## config.mk

```make
export PLATFORM = sky130hd
export DESIGN_NAME = sprite_fetch_arbiter
export DESIGN_NICKNAME = d
export VERILOG_FILES = /design/src/rtl/graphics_pkg.sv /design/src/rtl/rr_pick.sv /design/src/rtl/sprite_fetch_arbiter.sv
export SDC_FILE = /design/constraint.sdc
export NUM_CORES = 1
export LEC_CHECK = 0
export ABC_AREA = 1
export BUFFER_PORTS_ARGS = -buffer_cell sky130_fd_sc_hd__buf_2
export CAP_MARGIN = 10
export CORE_ASPECT_RATIO = 1.1
export CORE_MARGIN = 3
export CORE_UTILIZATION = 35
export CTS_BUF_LIST = sky130_fd_sc_hd__clkbuf_2 sky130_fd_sc_hd__clkbuf_4 sky130_fd_sc_hd__clkbuf_8
export CTS_CLUSTER_DIAMETER = 50
export CTS_CLUSTER_SIZE = 8
export DETAILED_ROUTE_END_ITERATION = 6
export GPL_ROUTABILITY_DRIVEN = 1
export MAX_ROUTING_LAYER = met4
export PLACE_DENSITY_LB_ADDON = 0.08
export SYNTH_ARGS = -nofsm -noshare
export SYNTH_HDL_FRONTEND = slang
export SYNTH_SLANG_ARGS = --single-unit
```

## constraint.sdc

```tcl
create_clock -name clock -period 7.95 [get_ports clock]
set_input_delay 0.795 -clock clock [delete_from_list [all_inputs] [get_ports clock]]
set_output_delay 0.795 -clock clock [all_outputs]
set_load 0.02 [all_outputs]
```

## src/rtl/graphics_pkg.sv

```systemverilog
// rtl/graphics_pkg.sv - shared graphics constants, requester id type and named requester indices
package graphics_pkg;

  localparam int NUM_REQ       = 5;
  localparam int SPRITE_ADDR_W = 12;
  localparam int PIXEL_W       = 12;

  typedef logic [$clog2(NUM_REQ)-1:0] req_id_t;

  localparam req_id_t REQ_TILE = 3'd0;
  localparam req_id_t REQ_P1   = 3'd1;
  localparam req_id_t REQ_P2   = 3'd2;
  localparam req_id_t REQ_P3   = 3'd3;
  localparam req_id_t REQ_P4   = 3'd4;

endpackage

```

## src/rtl/rr_pick.sv

```systemverilog
// rtl/rr_pick.sv - combinational round-robin picker, search starts one past last and wraps
module rr_pick
  import graphics_pkg::*;
#(
  parameter int N    = NUM_REQ,
  parameter int ID_W = $clog2(N)
) (
  input  logic [N-1:0]    req,
  input  logic [ID_W-1:0] last,
  output logic [N-1:0]    gnt,
  output logic [ID_W-1:0] gnt_idx
);

  logic            found;
  logic [ID_W-1:0] cand;

  always_comb begin
    gnt     = '0;
    gnt_idx = '0;
    found   = 1'b0;
    cand    = '0;
    for (int k = 1; k <= N; k++) begin
      cand = ID_W'((int'(last) + k) % N);
      if (!found && req[cand]) begin
        found        = 1'b1;
        gnt[cand]    = 1'b1;
        gnt_idx      = cand;
      end
    end
  end

endmodule

```

## src/rtl/sprite_fetch_arbiter.sv

```systemverilog
// rtl/sprite_fetch_arbiter.sv - round-robin sprite ROM arbiter with latency-tracked responses and starvation flags
// Optional SPRITE_ARB_TILE_PRIORITY_EN: tile fetcher (index 0) gets strict priority.
module sprite_fetch_arbiter #(
  parameter int NUM_REQ  = graphics_pkg::NUM_REQ,
  parameter int ADDR_W   = graphics_pkg::SPRITE_ADDR_W,
  parameter int DATA_W   = graphics_pkg::PIXEL_W,
  parameter int ROM_LAT  = 2,
  parameter int MAX_WAIT = 15
) (
  input  logic                       clock,
  input  logic                       reset,
  input  logic                       line_start,
  input  logic [NUM_REQ-1:0]         req_valid,
  input  logic [NUM_REQ*ADDR_W-1:0]  req_addr,
  output logic [NUM_REQ-1:0]         req_ready,
  output logic                       rom_en,
  output logic [ADDR_W-1:0]          rom_addr,
  input  logic [DATA_W-1:0]          rom_data,
  output logic [NUM_REQ-1:0]         rsp_valid,
  output logic [DATA_W-1:0]          rsp_data,
  output logic [NUM_REQ-1:0]         stall_err
);
  import graphics_pkg::*;

  localparam int ID_W  = $clog2(NUM_REQ);
  localparam int CNT_W = $clog2(MAX_WAIT + 1);
  localparam logic [ID_W-1:0]  LAST_INIT = ID_W'(NUM_REQ - 1);
  localparam logic [CNT_W-1:0] WAIT_SAT  = CNT_W'(MAX_WAIT);
  localparam logic [CNT_W-1:0] WAIT_PRE  = CNT_W'(MAX_WAIT - 1);

  logic [ID_W-1:0]    last_q;
  logic [NUM_REQ-1:0] rr_req, rr_gnt, gnt;
  logic [ID_W-1:0]    rr_idx, gnt_idx;
  logic               rr_used, grant_any;
  logic [ADDR_W-1:0]  addr_arr [NUM_REQ];

  for (genvar g = 0; g < NUM_REQ; g++) begin : g_addr
    assign addr_arr[g] = req_addr[g*ADDR_W +: ADDR_W];
  end

  rr_pick #(.N(NUM_REQ), .ID_W(ID_W)) u_pick (
    .req     (rr_req),
    .last    (last_q),
    .gnt     (rr_gnt),
    .gnt_idx (rr_idx)
  );

`ifdef SPRITE_ARB_TILE_PRIORITY_EN
  // The tile fetcher never enters the rotation, so last only ever names a player.
  assign rr_req = {req_valid[NUM_REQ-1:1], 1'b0};

  always_comb begin
    gnt     = rr_gnt;
    gnt_idx = rr_idx;
    rr_used = |rr_gnt;
    if (req_valid[REQ_TILE]) begin
      gnt               = '0;
      gnt[REQ_TILE]     = 1'b1;
      gnt_idx           = ID_W'(REQ_TILE);
      rr_used           = 1'b0;
    end
  end
`else
  assign rr_req  = req_valid;
  assign gnt     = rr_gnt;
  assign gnt_idx = rr_idx;
  assign rr_used = |rr_gnt;
`endif

  assign grant_any = |gnt;
  assign req_ready = reset ? gnt : '0;

  // id_vld/id_idx[s] describe the read issued s cycles after rom_en rose
  logic [ROM_LAT:0] id_vld;
  logic [ID_W-1:0]  id_idx [ROM_LAT+1];

  always_ff @(posedge clock) begin
    if (!reset) begin
      last_q    <= LAST_INIT;
      rom_en    <= 1'b0;
      rom_addr  <= '0;
      id_vld    <= '0;
      for (int s = 0; s <= ROM_LAT; s++) id_idx[s] <= '0;
      rsp_valid <= '0;
      rsp_data  <= '0;
    end else begin
      if (line_start)   last_q <= LAST_INIT;
      else if (rr_used) last_q <= rr_idx;
      rom_en <= grant_any;
      if (grant_any) rom_addr <= addr_arr[gnt_idx];
      id_vld    <= {id_vld[ROM_LAT-1:0], grant_any};
      id_idx[0] <= gnt_idx;
      for (int s = 1; s <= ROM_LAT; s++) id_idx[s] <= id_idx[s-1];
      rsp_valid <= id_vld[ROM_LAT] ? (NUM_REQ'(1) << id_idx[ROM_LAT]) : '0;
      if (id_vld[ROM_LAT]) rsp_data <= rom_data;
    end
  end

  logic [CNT_W-1:0] wait_cnt [NUM_REQ];

  always_ff @(posedge clock) begin
    for (int i = 0; i < NUM_REQ; i++) begin
      if (!reset) begin
        wait_cnt[i]  <= '0;
        stall_err[i] <= 1'b0;
      end else begin
        if (req_valid[i] && !gnt[i]) begin
          if (wait_cnt[i] != WAIT_SAT) wait_cnt[i] <= wait_cnt[i] + 1'b1;
        end else begin
          wait_cnt[i] <= '0;
        end
        // Raised on the edge where the counter lands on MAX_WAIT; beats a same-cycle clear.
        if (req_valid[i] && !gnt[i] && wait_cnt[i] >= WAIT_PRE) stall_err[i] <= 1'b1;
        else if (line_start)                                   stall_err[i] <= 1'b0;
      end
    end
  end

endmodule

```

* Yosys cells after proc, flatten, opt, wreduce, memory -nomap -nowiden *
Memory sizes are Yosys's and may differ from the RTL's.
Index checks and enable logic that the tools add are counted.

word-level totals
  memory bits (writable) = 29
  word-level logic and storage cells = 199
  memories = 2
  flip-flop bits (word level) = 41
  output and inout port bits = 40

memory list
  memory    words  width  rd ports  clocked after Yosys merged registers in  wr ports  line                        RTL
  wait_cnt  5      4      5         0                                        5         sprite_fetch_arbiter.sv:99  logic [CNT_W-1:0] wait_cnt [NUM_REQ];
  id_idx    3      3      3         0                                        3         sprite_fetch_arbiter.sv:75  logic [ID_W-1:0] id_idx [ROM_LAT+1];

operators by class
  div/mod/pow operators = 5
  equality and inequality tests = 5
  add/subtract/negate cells = 10
  shift-type cells = 1
  $lt $le $gt $ge = 16
  bitwise operators = 19
  reduce and logical (&&, ||, !) cells = 36
  multiplexer cells = 94

operators by type and width
  cell                     number
  $mod A32 B4 Y32 const B  5
  $mux W1                  57
  $mux W4                  10
  $bmux W12 S3             1
  $mux W5                  6
  $ge A4 B4 Y1 const B     6
  $mux W12                 2
  $mux W3                  8
  $add A4 B1 Y4 const B    5
  $lt A3 B4 Y1 const B     5
  $ne A4 B4 Y1 const B     5
  $or A5 B5 Y5             4
  $logic_and A1 B1 Y1      19
  $bmux W1 S3              5
  $demux W1 S3             5
  $ge A3 B1 Y1 const B     5
  $or A1 B1 Y1             13
  $reduce_bool A2 Y1       5
  $logic_not A1 Y1         9
  $add A3 B2 Y4 const B    2
  $add A3 B3 Y4 const B    2
  $reduce_or A5 Y1         1
  $shl A1 B3 Y5 const A    1
  $add A3 B1 Y4 const B    1
  other kinds (4)          4

* Longest topological paths before layout *
  depth in word-level cells = 24
  mapped depth = 37
  gate-level depth less buffers = 34

* Cells and area by module *
A second synthesis with hierarchy kept.

second synthesis, totals
  cell total of the unflattened synthesis = 789
  area, all modules = 5203.7 µm²

modules (own cells, without submodules)
  module                cells each  area each (µm²)  times used  seq. area each (µm²)
  sprite_fetch_arbiter  444         3283.1           1           1581.5
  rr_pick               345         1920.6           1           0.0

* Worst setup path after synthesis *
Ideal clock, no wire load.

  path type = register to output
  start point = register last_q[0]
  end point = output req_ready[3]
  data arrival time = 4.080 ns
  stages on the path, launching flop included = 28
  setup slack = 3.075 ns
  buffers on the path = 3
  required time = 7.155 ns
  path through = dfxtp_1 buf_4 inv_1 ha_1 clkbuf_2 inv_1 ha_1 nor2_1 nand3_1 nand2_1 nand2_1 nand2_1 ha_1 nand2_1 nand3_2 nand2_2 nand2_1 nand2_1 nor2_1 nand2_1 nor2_2 nor2_8 nor2_8 nand3_1 buf_2 o21ai_1 inv_1 nor2_1

on the way
  word-level cells in the longest chain between the ends = 18
  elaborated cells between the ends (all ways) = 67

RTL lines
  item                                                      line                        RTL
  from (decl)                                               sprite_fetch_arbiter.sv:31  logic [ID_W-1:0] last_q;
  from (signal assigned)                                    sprite_fetch_arbiter.sv:88  else if (rr_used) last_q <= rr_idx;
  branches (longest 16 deep; another with $mod A32 B4 Y32)  --
  $mux W5 (*)                                               rr_pick.sv:24               if (!found && req[cand]) begin
  $mux W5 (*)                                               sprite_fetch_arbiter.sv:71  assign req_ready = reset ? gnt : '0;
  to (decl)                                                 sprite_fetch_arbiter.sv:15  output logic [NUM_REQ-1:0] req_ready,

Every way passes the cells marked *. The select of a mux whose other input is x is not followed.

* Worst setup path after layout *
Same ends and word-level chain as after synthesis.

==> run summary <==
Dividing the detail-routed wire length by the instance count gives 13.2 µm. By area the synthesized netlist is led by sky130_fd_sc_hd__dfxtp_1 18%, sky130_fd_sc_hd__nand2_1 13%, sky130_fd_sc_hd__edfxtp_1 11%. Summed over all cells, the static leakage comes to ~3.5 nW. The proportion of synthesized flip-flops having asynchronous set or reset is 0%. Cell internal power was estimated by the tool at ~0.0013 W. The largest net degree at the start of global routing is 40. The clock net sink count came out at 69. The number of remaining DRC errors is 0. In this run the power density over the cells is 486 nW/µm².

The HPWL after detailed placement is 11200 µm. The floorplan step defined a die boundary enclosing 16900 µm². The die extent in x came out at 124 µm. The fraction of synthesized cell area taken by the top area cell type is 18.3%. Walking the worst path, the cells encountered are inv_1 > ha_1 > ha_1 > inv_1 > nand4_1 > nand2_1 > xor2_1 > ha_1 > inv_1 > or2_2 > nand3_1 > nand3_1 > nand2_1 > nand3_1 > nand2_1 > nand3_1 > nor2_2 > nand3_1 > buf_4 > o21ai_1 > inv_1 > nor2_1 > buf_2. The clock tree from TritonCTS is done.

The final worst clock skew is around 20 ps. The placer congestion estimate is ~0.85. The initial detailed-routing violation count came out at 330. The number of buffers and inverters on the critical path came out at 6. The detailed-route wire length is 14600 µm. The worst slew margin relative to its limit is 40.7%. In this run, CTS created clock tree buffers numbering 9. The final-report max-slew violation count came out at 0. STA classifies the critical path endpoint as a primary output. The number of buffers added to fix hold violations after cts came out at 0. The distinct cell type count of the synthesized netlist came out at 45. Cells with a size suffix above 1 make up 20.0% of the layout. The endpoint required time on the critical path came out at 7150 ps.

For the worst-skew pair, the clock arrives at the later sink with an insertion delay of 370 ps. The tree is rooted in a sky130_fd_sc_hd__clkbuf_8. The sum of negative setup slack came out at 0 ps. The via count of the first global-routing pass came out at 4831. For this design, the slowest cell found on the critical path is sky130_fd_sc_hd__dfxtp_1. The sequential fraction of design power came out at 15.7%. The clock group share of total power is 11.1%. The worst setup path is launched from a register. Setup violations remaining at the end of the flow were counted as 0. The timing-limited maximum frequency came out at 0.160 GHz. The transition time of the tightest slew-check pin came out at slightly below 900 ps. The power spent charging and discharging nets is about 0.0018 W.

The most common cell after layout, fill and taps aside is sky130_fd_sc_hd__nand2_1. Synthesis produced a netlist whose cell count is 804. Setup repair after global routing left no endpoint under its margin. The number of optimization iterations in the first detailed-route pass came out at 5.

The via count normalized by instance count came out at 4.72. The number of placement rows is 46. The effective utilization at floorplan is 36.4%. The tool flagged a number of max-cap violations equal to 0. Among all flip-flop cells after synthesis, the most frequent one is sky130_fd_sc_hd__dfxtp_1.

Net switching is 57.3% of the power. The wire length of the first global-routing pass is 23500 µm. The cell family with the largest share of critical-path delay is simple AND/OR/NAND/NOR gates. VDD sags by at most 0.000279 V. The total area inside the core boundary comes to 14700 µm². The total grt overflow came out at 0. The number of cells upsized or downsized after cts is 0. The post-layout net count is 1031. Across every metal layer, demand over resource in global routing totals 18.0%. The filler cells instantiated in the layout total 1640.

The mean post-synth cell area is 6.67 µm². The number of synthesized register bits came out at 69. The finished layout holds 1108 standard cells, fillers aside. Combinational cells account for 73.2% of the total power. The H-tree was split into 3 levels. The cell that appears most often on the critical path is sky130_fd_sc_hd__nand3_1. The count of flip-flops with a built-in enable after synthesis is 20. The growth of design area from synthesis to finish is 17.3%. The multi-input combinational cell area came out at 3210 µm². The worst setup path is of the register to primary output kind. On the worst path, the slowest cell contributes a delay of 780 ps. The dominant cell type by area after synthesis is sky130_fd_sc_hd__dfxtp_1. The register area is 1580 µm². In the layout the commonest cells are 186 x sky130_fd_sc_hd__nand2_1, 119 x sky130_fd_sc_hd__buf_2, 117 x sky130_fd_sc_hd__nand3_1. The path class of the tightest hold or removal check is register to register. The floorplan die height came out at roughly 140 µm. In this run the tool buffered the top-level ports with 119 buffer cells.

The sequential element share of the synthesized area came out at 29.5%. The final critical-path share of the clock period came out at roughly four fifths. The top fanout value on the critical path is 39. The final hold violation count came out at 0. The maximum number of buffers from clock root to sink is 2. The number of vias in the routed layout is 5234. The worst path in the final design needs a cycle of 6250 ps, including I/O delays and setup. The antenna diode count is 0.

The initial antenna violation count came to 0. The net count after synthesis is 924. 120 I/O pins were placed. After clock tree synthesis, the clock-pin slew on the worst setup and hold paths is 80 ps.

The synthesized area came out at about 5400 µm². The arrival time at the worst endpoint is 5450 ps. The number of buffers inserted to repair setup after CTS is 0. In this run the remaining antenna-violating nets after routing total 0. The run finished with clean final reports.

The cell count after placement is 1092. The total number of yosys warnings is 0.
-- power groups by stage --
| stage | Sequential (W) | Clock, W | Combinational (W) |
|---|---|---|---|
| 2_1_floorplan | 0.000517 | 0 | 0.00183 |
| 3_3_place_gp | 0.000490 | 0 | 0.00224 |
| 3_5_place_dp | 0.000490 | 0 | 0.00224 |
| 4_1_cts | 0.000483 | 0.000349 | 0.00225 |
| 5_1_grt | 0.000491 | 0.000367 | 0.00257 |
| 6_report | 0.000481 | 0.000338 | 0.00224 |
-- final timing paths --
| path | startpoint | end | slack, ps | cells past startpoint |
|---|---|---|---|---|
| max | last_q[0] | req_ready[3] | 1700 | 23 |
| min | id_idx[0][4] | id_idx[0][7] | 420 | 2 |
| max reg2reg | last_q[0] | rom_addr[1] | 1730 | 30 |
| min reg2reg | id_idx[0][4] | id_idx[0][7] | 420 | 2 |
-- through the flow --
step                      util (%)  cell area [µm²]  total power (W)  hold WS, ps  setup slack, ps
after global placement        41.2             6070          0.00273          394             1850
after global routing          42.7             6290          0.00342          427              977
after CTS                     42.7             6290          0.00308          418             1600
final                         42.7             6290          0.00306          417             1700
after floorplan                  -             5370          0.00234          390             3080
after detailed placement      41.2             6070          0.00273          397             1670
-- flip-flops by register name (all words and copies together) (netlist names) --
| register | count |
|---|---|
| id_idx | 9 |
| id_vld | 3 |
| last_q | 3 |
| rom_addr | 12 |
| rsp_data | 12 |
| rsp_valid | 5 |
| stall_err | 5 |
| wait_cnt | 20 |
-- tightest hold or removal path: cells and delay by family, from the launching register on --
kind	cells	cell delay (ps)
buffers and inverters	1	40
flip-flops	1	310
AND/OR/NAND/NOR	1	40
-- cells in the mapped netlist, drive strengths merged, types with 7 or more instances --
master / n
o21ai: 28
clkbuf: 7
xor2: 8
nand4: 9
nand2: 204
dfxtp: 49
nand3: 121
nor2: 125
buf: 17
ha: 39
inv: 116
edfxtp: 20
nand3b: 19
a21oi: 10
nor3: 8
-- layout make-up --
| type | count | share of cell area (%) |
|---|---|---|
| Multi-Input combinational cell | 595 | 51.0 |
| Sequential cell | 69 | 25.1 |
| Timing Repair Buffer | 120 | 9.58 |
| Inverter | 116 | 6.92 |
| Tap cell | 192 | 3.82 |
| Clock buffer | 9 | 1.97 |
| Clock inverter | 7 | 1.61 |
-- cells by family after synthesis --
group	after synthesis	synth area share, %
DFF	69	29.5
buffers and inverters	140	10.8
xor gates and xnor gates	13	2.26
AOI/OAI and AO/OA	49	5.39
and+or+nand+nor	493	42.6
adders and majority gates	40	9.47
-- routing by layer --
layer	global-route usage, %	up-vias	wire length, µm
met5	-	-	0
met4	3.96	0	160
met3	4.00	15	748
met2	28.9	127	6970
met1	23.4	2316	6770
li1	-	2776	-
(Power assumes the default switching activity.)
